### src/rtl/alu_seq_pkg.sv
// Shared types and constants for the ALU operand sequencer.
// Latency: n/a (declarations only).
// Backpressure: n/a (declarations only).
package alu_seq_pkg;

  localparam int INSTR_W = 16;
  localparam int REG_AW  = 3;

  typedef enum logic [1:0] {
    ST_IDLE  = 2'd0,
    ST_ISSUE = 2'd1,
    ST_WAIT  = 2'd2,
    ST_WB    = 2'd3
  } state_t;

  // Instruction word layout, MSB first: mode, func, rd, rs1, rs2, use_carry, no_wb.
  typedef struct packed {
    logic       mode;
    logic [3:0] func;
    logic [2:0] rd;
    logic [2:0] rs1;
    logic [2:0] rs2;
    logic       use_carry;
    logic       no_wb;
  } instr_t;

  // Bit positions inside the 6-bit flags word.
  localparam int FLAG_CARRY  = 5;
  localparam int FLAG_SIGN   = 4;
  localparam int FLAG_ZERO   = 3;
  localparam int FLAG_PARITY = 2;
  localparam int FLAG_EQUAL  = 1;
  localparam int FLAG_GT     = 0;

  // ALU mode and arithmetic function selects.
  localparam logic       MODE_LOGIC = 1'b0;
  localparam logic       MODE_ARITH = 1'b1;
  localparam logic [3:0] FN_ADD     = 4'h0;
  localparam logic [3:0] FN_SUB     = 4'h1;
  localparam logic [3:0] FN_INC     = 4'h2;
  localparam logic [3:0] FN_DEC     = 4'h3;
  localparam logic [3:0] FN_PASS_B  = 4'hE;
  localparam logic [3:0] FN_PASS_A  = 4'hF;

  function automatic logic [5:0] pack_flags(input logic c, input logic s, input logic z,
                                            input logic p, input logic e, input logic g);
    logic [5:0] f;
    f              = '0;
    f[FLAG_CARRY]  = c;
    f[FLAG_SIGN]   = s;
    f[FLAG_ZERO]   = z;
    f[FLAG_PARITY] = p;
    f[FLAG_EQUAL]  = e;
    f[FLAG_GT]     = g;
    return f;
  endfunction

endpackage

### src/rtl/alu_seq_regfile.sv
// Register file, REG_CNT x DATA_W, two async read ports (third with ALU_SEQ_READ_PORT_EN).
// Latency: writes land on the clock edge; reads are combinational from current contents.
// Backpressure: none; write-back beats preload when both target the same entry.
module alu_seq_regfile
  import alu_seq_pkg::*;
#(
  parameter int DATA_W  = 16,
  parameter int REG_CNT = 8
) (
  input  logic              clk,
  input  logic              rst,
  input  logic              wb_en,
  input  logic [REG_AW-1:0] wb_addr,
  input  logic [DATA_W-1:0] wb_data,
  input  logic              pl_en,
  input  logic [REG_AW-1:0] pl_addr,
  input  logic [DATA_W-1:0] pl_data,
  input  logic [REG_AW-1:0] ra_addr,
  output logic [DATA_W-1:0] ra_data,
  input  logic [REG_AW-1:0] rb_addr,
  output logic [DATA_W-1:0] rb_data
`ifdef ALU_SEQ_READ_PORT_EN
  ,
  input  logic [REG_AW-1:0] rc_addr,
  output logic [DATA_W-1:0] rc_data
`endif
);

  logic [DATA_W-1:0] mem [REG_CNT];

  // Per-entry write: the sequencer's write-back has priority over an external preload.
  always_ff @(posedge clk or posedge rst) begin
    if (rst) begin
      for (int i = 0; i < REG_CNT; i++) mem[i] <= '0;
    end else begin
      for (int i = 0; i < REG_CNT; i++) begin
        if (wb_en && (wb_addr == REG_AW'(i)))      mem[i] <= wb_data;
        else if (pl_en && (pl_addr == REG_AW'(i))) mem[i] <= pl_data;
      end
    end
  end

  assign ra_data = mem[ra_addr];
  assign rb_data = mem[rb_addr];
`ifdef ALU_SEQ_READ_PORT_EN
  assign rc_data = mem[rc_addr];
`endif

endmodule

### src/rtl/alu_op_sequencer.sv
// Issues one instruction to the ALU, waits ALU_LAT cycles, writes result/flags back (option: ALU_SEQ_READ_PORT_EN).
// Latency: accept at E0, ALU enable in cycle 1, done pulse in cycle 1+ALU_LAT; one op per ALU_LAT+2 cycles.
// Backpressure: instr_ready is high only in IDLE; no queueing, a held instr_valid waits for IDLE.
module alu_op_sequencer
  import alu_seq_pkg::*;
#(
  parameter int DATA_W  = 16,
  parameter int REG_CNT = 8,
  parameter int ALU_LAT = 1
) (
  input  logic               clk,
  input  logic               reset,
  input  logic               instr_valid,
  output logic               instr_ready,
  input  logic [INSTR_W-1:0] instr,
  input  logic               wr_en,
  input  logic [REG_AW-1:0]  wr_addr,
  input  logic [DATA_W-1:0]  wr_data,
  output logic               alu_enable,
  output logic [DATA_W-1:0]  alu_in1,
  output logic [DATA_W-1:0]  alu_in2,
  output logic               alu_carry_in,
  output logic               alu_mode,
  output logic [3:0]         alu_func,
  input  logic [DATA_W-1:0]  alu_result,
  input  logic               alu_carry_out,
  input  logic               alu_sign,
  input  logic               alu_zero,
  input  logic               alu_parity,
  input  logic               alu_equal,
  input  logic               alu_greater_than,
  output logic [5:0]         flags,
  output logic               done,
  output logic               busy
`ifdef ALU_SEQ_READ_PORT_EN
  ,
  input  logic [REG_AW-1:0]  rd_addr,
  output logic [DATA_W-1:0]  rd_data
`endif
);

  // Counter holds the remaining WAIT cycles minus one (at most ALU_LAT-2).
  localparam int CNT_W = (ALU_LAT > 2) ? $clog2(ALU_LAT - 1) : 1;

  state_t             state_q, state_d;
  logic [CNT_W-1:0]   cnt_q, cnt_d;
  instr_t             instr_w;
  logic               accept;
  logic [DATA_W-1:0]  rs1_data, rs2_data;
  logic [DATA_W-1:0]  op_a_q, op_b_q;
  logic               op_c_q, op_mode_q, op_no_wb_q;
  logic [3:0]         op_func_q;
  logic [REG_AW-1:0]  op_rd_q;
  logic [5:0]         flags_q;

  assign instr_w = instr_t'(instr);
  assign accept  = instr_valid && instr_ready;

  alu_seq_regfile #(
    .DATA_W  (DATA_W),
    .REG_CNT (REG_CNT)
  ) u_regfile (
    .clk     (clk),
    .rst     (reset),
    .wb_en   ((state_q == ST_WB) && !op_no_wb_q),
    .wb_addr (op_rd_q),
    .wb_data (alu_result),
    .pl_en   (wr_en),
    .pl_addr (wr_addr),
    .pl_data (wr_data),
    .ra_addr (instr_w.rs1),
    .ra_data (rs1_data),
    .rb_addr (instr_w.rs2),
    .rb_data (rs2_data)
`ifdef ALU_SEQ_READ_PORT_EN
    ,
    .rc_addr (rd_addr),
    .rc_data (rd_data)
`endif
  );

  // State and WAIT down-counter registers.
  always_ff @(posedge clk or posedge reset) begin
    if (reset) begin
      state_q <= ST_IDLE;
      cnt_q   <= '0;
    end else begin
      state_q <= state_d;
      cnt_q   <= cnt_d;
    end
  end

  // Next-state logic and state-decoded handshake/ALU strobes.
  always_comb begin
    state_d     = state_q;
    cnt_d       = cnt_q;
    instr_ready = 1'b0;
    alu_enable  = 1'b0;
    done        = 1'b0;
    busy        = 1'b1;
    unique case (state_q)
      ST_IDLE: begin
        instr_ready = 1'b1;
        busy        = 1'b0;
        if (instr_valid) state_d = ST_ISSUE;
      end
      ST_ISSUE: begin
        alu_enable = 1'b1;
        if (ALU_LAT > 1) begin
          state_d = ST_WAIT;
          cnt_d   = CNT_W'(ALU_LAT - 2);
        end else begin
          state_d = ST_WB;
        end
      end
      ST_WAIT: begin
        if (cnt_q == '0) state_d = ST_WB;
        else             cnt_d   = cnt_q - CNT_W'(1);
      end
      ST_WB: begin
        done    = 1'b1;
        state_d = ST_IDLE;
      end
      default: state_d = ST_IDLE;
    endcase
  end

  // Operand snapshot at accept, so later preloads cannot disturb the in-flight op.
  always_ff @(posedge clk or posedge reset) begin
    if (reset) begin
      op_a_q     <= '0;
      op_b_q     <= '0;
      op_c_q     <= 1'b0;
      op_mode_q  <= 1'b0;
      op_func_q  <= '0;
      op_rd_q    <= '0;
      op_no_wb_q <= 1'b0;
    end else if (accept) begin
      op_a_q     <= rs1_data;
      op_b_q     <= rs2_data;
      op_c_q     <= instr_w.use_carry & flags_q[FLAG_CARRY];
      op_mode_q  <= instr_w.mode;
      op_func_q  <= instr_w.func;
      op_rd_q    <= instr_w.rd;
      op_no_wb_q <= instr_w.no_wb;
    end
  end

  // Status flags captured on the write-back edge, even when the result is discarded.
  always_ff @(posedge clk or posedge reset) begin
    if (reset) begin
      flags_q <= '0;
    end else if (state_q == ST_WB) begin
      flags_q <= pack_flags(alu_carry_out, alu_sign, alu_zero,
                            alu_parity, alu_equal, alu_greater_than);
    end
  end

  assign alu_in1      = op_a_q;
  assign alu_in2      = op_b_q;
  assign alu_carry_in = op_c_q;
  assign alu_mode     = op_mode_q;
  assign alu_func     = op_func_q;
  assign flags        = flags_q;

endmodule

### config.mk
export PLATFORM = sky130hd
export DESIGN_NAME = alu_op_sequencer
export DESIGN_NICKNAME = d
export VERILOG_FILES = /design/src/rtl/alu_seq_pkg.sv /design/src/rtl/alu_seq_regfile.sv /design/src/rtl/alu_op_sequencer.sv
export SDC_FILE = /design/constraint.sdc
export NUM_CORES = 1
export LEC_CHECK = 0
export CORE_ASPECT_RATIO = 2
export CORE_MARGIN = 2
export CORE_UTILIZATION = 50
export CTS_CLUSTER_SIZE = 16
export DETAILED_ROUTE_END_ITERATION = 16
export PLACE_DENSITY = 0.72
export SYNTH_ARGS = -nofsm -noshare
export SYNTH_HDL_FRONTEND = slang
export SYNTH_HIERARCHICAL = 1
export SYNTH_SLANG_ARGS = --single-unit
### constraint.sdc
create_clock -name clk -period 11.9 [get_ports clk]
set_input_delay 2.38 -clock clk [delete_from_list [all_inputs] [get_ports clk]]
set_output_delay 2.38 -clock clk [all_outputs]
set_load 0.02 [all_outputs]
==> results of run 1 <==
==> flip-flops by register name, indices dropped and copies added, names as in the netlist <==
register / flops
alu_in2: 16
op_no_wb_q: 1
alu_mode: 1
flags: 6
op_rd_q: 3
alu_carry_in: 1
state_q: 2
alu_func: 4
alu_in1: 16
u_regfile/mem: 128
==> cell type report <==
cell class | count | area [sq um] | area share
clock buffers | 18 | 429.2 | 0.03634
clock inverters | 14 | 165.2 | 0.01398
inverters | 5 | 21.27 | 0.001801
multi-input cells | 555 | 5256 | 0.4451
flip-flops and latches | 178 | 4454 | 0.3772
well taps | 266 | 332.8 | 0.02818
repair buffers | 120 | 1151 | 0.09747
==> layer usage <==
| metal | track usage | vias to the layer above |
|---|---|---|
| met3 | 0.04037 | 56 |
| met1 | 0.2921 | 3554 |
| met5 | 0 | - |
| met2 | 0.4440 | 201 |
| met4 | 0.1171 | 0 |
| li1 | - | 3147 |
==> stage by stage <==
stage	utilization	total power [mW]	cells	area, sq um	hold WS [ns]
floorplan	-	1.823	832	10250	0.4800
global placement	0.5531	2.149	1124	11220	0.4600
detailed placement	0.5531	2.195	1124	11220	0.4684
CTS	0.5824	2.775	1156	11810	0.4838
global route	0.5824	2.925	1156	11810	0.5163
finish	0.5824	2.762	1156	11810	0.4822
==> cells in the final DEF, fill, tap and decap left out, types with 2 or more instances in the layout <==
master                              n
sky130_fd_sc_hd__mux2_2            80
sky130_fd_sc_hd__nor2_1            64
sky130_fd_sc_hd__inv_1              3
sky130_fd_sc_hd__clkinvlp_4         5
sky130_fd_sc_hd__mux4_1            56
sky130_fd_sc_hd__ha_1               5
sky130_fd_sc_hd__mux2i_1          129
sky130_fd_sc_hd__clkdlybuf4s50_1  104
sky130_fd_sc_hd__dfrtp_1          178
sky130_fd_sc_hd__clkinv_4           2
sky130_fd_sc_hd__buf_4             12
sky130_fd_sc_hd__nand2_1           64
sky130_fd_sc_hd__nor4b_4            2
sky130_fd_sc_hd__a21oi_1           64
sky130_fd_sc_hd__mux4_2             8
sky130_fd_sc_hd__nand4b_1           6
sky130_fd_sc_hd__o21ai_0           57
sky130_fd_sc_hd__o21ai_1            7
sky130_fd_sc_hd__clkbuf_16         17
sky130_fd_sc_hd__bufinv_16          3
sky130_fd_sc_hd__clkinv_2           4
sky130_fd_sc_hd__buf_2              4
sky130_fd_sc_hd__and4bb_2           6
==> power groups by stage <==
stage,Sequential (mW),Clock (mW),Combinational [mW]
after floorplan,1.15,0,0.670
after global placement,1.12,0,1.03
after detailed placement,1.14,0,1.06
after CTS,1.13,0.585,1.06
after global routing,1.17,0.607,1.15
final,1.13,0.574,1.06
==> logic make-up (layout without fill, tap and decap cells) <==
logic type	Yosys count	in the layout	share of synthesized area
multiplexers	273	273	0.3751
flip-flops	178	178	0.4347
AND/OR/NAND/NOR	148	148	0.06680
AO/OA/AOI/OAI	129	129	0.06326
buffers and inverters	99	157	0.05397
adder cells (fa/ha/maj)	5	5	0.006106
==> critical path: stages, from the launching register on <==
cell                              delay (ns)
sky130_fd_sc_hd__dfrtp_1                0.40
sky130_fd_sc_hd__inv_1                  0.10
sky130_fd_sc_hd__ha_1                   0.25
sky130_fd_sc_hd__inv_1                  0.06
sky130_fd_sc_hd__clkdlybuf4s50_1        0.61
==> path summary, 6_finish.rpt <==
path                       slack, ns  cells after the start           endpoint
max in group asynchronous       7.99                      3  u_regfile/mem[89]
setup / recovery                7.65                      4               busy
hold reg to reg                 0.48                      1       alu_carry_in
setup reg to reg                9.59                      4  u_regfile/mem[87]
hold / removal                  0.48                      1       alu_carry_in
min in group asynchronous       2.24                      2        alu_func[1]
==> results summary, run 1 <==
The run finished with clean final reports. For this run, the top clock speed supported by timing is 235.3 MHz. The final hold violation count came out at 0. Setup repair after global routing left no endpoint under its margin. Summing every instance area after synthesis gives 0.01025 sq mm. The highest net fanout along the worst path came out at 4. The post-route DRC violation count is 0. The number of gates resized after CTS came out at 0. The worst setup path category is reg2out. Of the total power, the share spent switching nets is 0.3310. The share of synthesized flip-flops with an asynchronous set or reset is 1.000. The remaining global-route overflow came out at 0. The number of nets in the layout came out at 943. The post-CTS setup buffer count is 0.

The cell-internal power came out at 1.848 mW. Summed over all nets, the switching power comes to 0.9144 mW. Among all cell types in the netlist, the one instantiated most often is sky130_fd_sc_hd__dfrtp_1. For this block, the via count after detailed routing is 6958. Detailed placement finished with a half-perimeter wire length of 15790 um. The amount of wire on met3 after detailed routing came out at 1007 um. The clock latency reported for the late side of the worst-skew pair came out at 0.44 ns.

The clock root buffer master is sky130_fd_sc_hd__clkbuf_16. Setup slack on the critical path of the routed design comes to 7.651 ns. The count of clock tree sinks is 178.

Entering global routing, the biggest net connects 72 pins. Dividing total power by cell area gives a power density of 233.9 mW/mm^2. The wire length on met1 is 10370 um. Sorting the synthesized cells by how often they occur yields sky130_fd_sc_hd__dfrtp_1, sky130_fd_sc_hd__mux2i_1, sky130_fd_sc_hd__mux2_2.

The critical path starts at state_q[0]. Of the total power, combinational logic draws 0.383. The share of total power dissipated in the clock network is 0.208. Dividing the final minimum period by the clock period gives 0.3571. In this run, the number of DRC markers left after iteration 0 of detailed routing was 378. The mean area per synthesized cell is 12.31 sq um.

The flip-flop and latch count after synthesis is 178. In the synthesized netlist the dominant register cell turns out to be sky130_fd_sc_hd__dfrtp_1. The number of iterations in the first detailed-routing pass came out at 5.

After detailed routing, the average wire length per cell comes to 22.73 um. The transition time at the pin with the least slew margin came out at 1.252 ns. 109 I/O pins were placed. The horizontal die dimension came out at 105.2 um. The clock-pin slew reported for the worst setup and hold paths after clock tree synthesis came out at 0.07 ns. The count of pins over their slew limit came out at 0. The final estimated routing congestion in global placement is 0.7820. The sequential area share after synthesis is 0.4347. The depth of the CTS H-tree came out at 4. The total global routing track utilization is 0.2495. The share of total power dissipated in sequential elements is 0.410. The post-route clock skew is 0.007189 ns. The number of nets in the synthesized netlist came out at 898. The static leakage power is 5.120 nW.

By area the synthesized netlist is led by sky130_fd_sc_hd__dfrtp_1, sky130_fd_sc_hd__mux4_1, sky130_fd_sc_hd__mux2i_1, sky130_fd_sc_hd__mux2_2, sky130_fd_sc_hd__a21oi_1. The type of element capturing the critical path is a primary output. The standard cell core area is 0.02028 sq mm.

The worst setup path is launched from a flip-flop. The starting density of the core is 0.5053. In this run, CTS created clock tree buffers numbering 17. The count of input and output buffers is 108.

The cell taking the most area after synthesis is sky130_fd_sc_hd__dfrtp_1. Of the cells placed in the final design, the portion with a size suffix greater than 1 is 0.1652. At the worst endpoint, the arrival time is 1.87 ns. Counting flops with a built-in enable in the synthesized netlist gives 0.

The count of antenna-violating nets left after detailed routing is 0. The required time of the critical path is 9.52 ns. The number of global-route vias before repair is 7179.

Setup violations remaining at the end of the flow were counted as 0. The worst IR drop on VDD came out at 0.1122 mV. The share of the synthesized area in the top cell type came out at 0.4347. The worst min-delay path startpoint is alu_carry_in. Timing analysis after detailed placement gives a worst setup slack of 7.313 ns. The top routing layer in use is met4.

The headroom to the max-slew limit came out at 0.1626. The clock tree from TritonCTS is yes. The worst hold path belongs to the class reg2reg. The number of distinct library cells after synthesis is 29. The count of yosys warnings during synthesis came out at 6. The die is 206.4 um tall. The number of standard cells after synthesis is 832. The count of antenna diodes in the layout came out at 0. The floorplan step defined a die boundary enclosing 0.02172 sq mm.

The final critical-path required period came out at 4.249 ns. In the detailed route, the total length drawn on met2 is 13910 um. The sum of routed wire length over all layers is 26280 um.

The wire length of the first global-routing pass is 40710 um. In this run the core area contains 74 standard-cell rows. The startpoint of the lowest-slack register-to-register path is state_q[0]. No sink is reached through more buffers than the 2 on the longest clock path. The area growth from synthesis to layout is 15.26%. The filler cells instantiated in the layout total 1649.

The initial antenna violation count came out at 0. The number of hold-repair buffers added at the cts stage came out at 0. Max-cap violations in this run came to 0. The per-cell via count in the routed design is 6.019. The final sum of negative setup slack came out at 0 ns.
(Power assumes the default switching activity.)
==> run 2, diff against run 1 <==
- clock period: 11.9 -> 4.2 ns (I/O delays scaled with it)
==> run 2 against run 1 <==
Against the previous run:
- clock skew shrank 0.00098 ns
- sequential share of layout area down 0.54 points
- worst setup slack worse by 6.2 ns
- utilization up 0.85 points
- final cell count rose by 0.87%
- highest routed layer unchanged
==> results summary, run 2 (synthesis results as in run 1) <==
The flow ran to the end, and the final reports show no timing, DRC or antenna violations. The number of iterations in the first detailed-routing pass came to 5 (unchanged). The count of input and output buffers came out at 108 (unchanged). The count of pins over their slew limit is 0 (unchanged). The row count is 74 (unchanged).

The post-route DRC violation count is 0 (unchanged). The count of clock tree sinks came out at 178 (unchanged). The number of global-route vias before repair is 7125 (-0.75%). The highest net fanout along the worst path came out at 4 (unchanged). The final number of setup-violating endpoints is 0 (unchanged). In this run the clock root is driven by a sky130_fd_sc_hd__clkbuf_16.

The starting density of the core is 0.5053 (unchanged). The initial antenna violation count is 1 (+1). The power consumption is 7.995 mW (+190%). The clock latency reported for the late side of the worst-skew pair is 0.44 ns (about the same). The fraction of layout cells with a size suffix above 1 came out at 0.1724 (+0.007245). The number of hold-repair buffers added at the cts stage is 0 (unchanged).

The clock-pin slew reported for the worst setup and hold paths after clock tree synthesis came to 0.07 ns (about the same). The count of antenna-violating nets left after detailed routing is 0 (unchanged). The transition time at the pin with the least slew margin is 0.8832 ns (-0.3689 ns). The per-cell via count in the routed design is 6.063 (+0.74%). By instance count, the cell type seen most on the critical path is sky130_fd_sc_hd__inv_1.

The post-place setup slack is 1.250 ns (-6.062 ns). The remaining global-route overflow is 0 (unchanged). The cell-internal power came out at 5.399 mW (+190%).

The wire length of the first global-routing pass came out at 41390 um (+1.7%). The vias after detailed routing is 7070 (+1.6%). The depth of the CTS H-tree came out at 4 (unchanged). The critical path is of the reg2out type. The pin count of the biggest net entering global routing is 58 (-19%).

The achievable clock frequency is 370.2 MHz. The startpoint type of the worst setup path is a flip-flop. The arrival time of the worst setup path came to 1.86 ns (about the same).

The library cells used most frequently in the layout, excluding fill and tap cells, are sky130_fd_sc_hd__dfrtp_1, sky130_fd_sc_hd__mux2i_1, sky130_fd_sc_hd__clkdlybuf4s50_1. Broken down by cell family, the worst path's largest delay share belongs to buffers and inverters. The number of DRC markers in iteration 0 came out at 343 (-9.3%). The post-route clock skew came out at 0.006214 ns (-0.0009752 ns). The die area came out at 0.02172 sq mm (unchanged). The clock power share is 0.222 (+0.014). Compared with the post-synthesis result, the final layout area differs by 16.94%. The clock tree from TritonCTS is yes. Setup repair after global routing left no endpoint under its margin. The power density over cell area was 667.2 mW/mm^2 (+190%). The final critical-path required period came out at 2.702 ns. The path type of the worst min-delay path is reg2reg.

The placed wire-length estimate came to 16550 um (+4.8%). The static leakage power is 5.209 nW (+1.7%). The required time of the critical path is 3.36 ns (-6.16 ns). The number of max-cap violations came out at 0 (unchanged). The post-CTS setup buffer count is 0 (unchanged). The type of element capturing the critical path is a primary output. The sequential share of power came out at 0.402 (-0.008). The horizontal die dimension came out at 105.2 um (unchanged). The signal on the critical path passes through inv_1 -> ha_1 -> inv_1 -> clkdlybuf4s50_1. The register bank with the most flops is u_regfile/mem.

The fraction of power spent switching nets was 0.3246 (-0.006434). The net load switching power is 2.595 mW (+180%). The number of nets in the layout came out at 952 (+0.95%). The sum of routed wire length over all layers came out at 27040 um (+2.9%).

The standard cell core area is 0.02028 sq mm (unchanged). The combinational power share came to 0.375 (-0.008). The total global routing track utilization came out at 0.2557 (+0.006135).

The TritonCTS buffer count came out at 17 (unchanged). The most common cell after layout, fill and taps aside is sky130_fd_sc_hd__dfrtp_1. The final hold violation count is 0 (unchanged). The final worst-path cycle share is 0.6432.

The headroom to the max-slew limit was 0.4112 (+0.2486). The worst hold slack across all endpoints is 0.4849 ns (+0.002638 ns). The height of the die came out at 206.4 um (unchanged).

The flip-flop count of the largest register, all copies and words added is 128 (unchanged). The critical path's largest stage delay came out at 0.60 ns (about the same). The post-detailed-route wirelength per cell is 23.19 um (+2.0%).

The final estimated routing congestion in global placement is 0.7771 (-0.63%). The number of buffers and inverters on the critical path came out at 3 (unchanged). The I/O pin count came out at 109 (unchanged). The final sum of negative setup slack is 0 ns (unchanged).

The worst IR drop on VDD was 0.3146 mV (+180%). The slowest cell on the critical path is sky130_fd_sc_hd__clkdlybuf4s50_1. The setup slack of the critical path after layout came out at 1.499 ns (-6.152 ns).

The buffer levels on the longest clock path is 2 (unchanged). The number of gates resized after CTS came out at 0 (unchanged).
==> run 2: power by group through the flow <==
stage               registers [mW]  clock network, mW  logic, mW
floorplan                     3.27                  0       1.90
global placement              3.19                  0       2.92
detailed placement            3.23                  0       3.01
CTS                           3.21               1.81       3.02
global route                  3.33               1.88       3.24
finish                        3.22               1.78       3.00
==> run 2: cell type report <==
class	count	area [sq um]
fillers	1622	8295
multi-input cells	555	5256
flip-flops and latches	178	4454
repair buffers	129	1254
clock buffers	19	452.9
well taps	266	332.8
clock inverters	13	206.4
inverters	5	22.52
diodes	1	2.502
==> run 2: path summary, 6_finish.rpt <==
check	start	cells after the start	end	slack, ns
worst max-delay path	state_q[0]	4	busy	1.50
worst min-delay path	alu_carry_in	1	alu_carry_in	0.48
worst max register to register	state_q[0]	4	u_regfile/mem[86]	1.88
worst min register to register	alu_carry_in	1	alu_carry_in	0.48
max in group asynchronous	reset	3	u_regfile/mem[47]	2.48
min in group asynchronous	reset	2	alu_func[0]	0.71
==> run 2: routing by layer <==
metal | up-vias | wire length, um | GRT usage
li1 | 3176 | - | -
met3 | 67 | 1060 | 0.03910
met1 | 3603 | 10040 | 0.2886
met4 | 0 | 1113 | 0.1200
met2 | 224 | 14830 | 0.4682
met5 | - | 0 | 0
==> run 2: per-stage QoR <==
stage	utilization	cell area, sq um	cells
2_1_floorplan	-	10250	832
3_3_place_gp	0.5583	11320	1133
3_5_place_dp	0.5583	11320	1133
4_1_cts	0.5908	11980	1165
5_1_grt	0.5909	11980	1166
6_report	0.5909	11980	1166
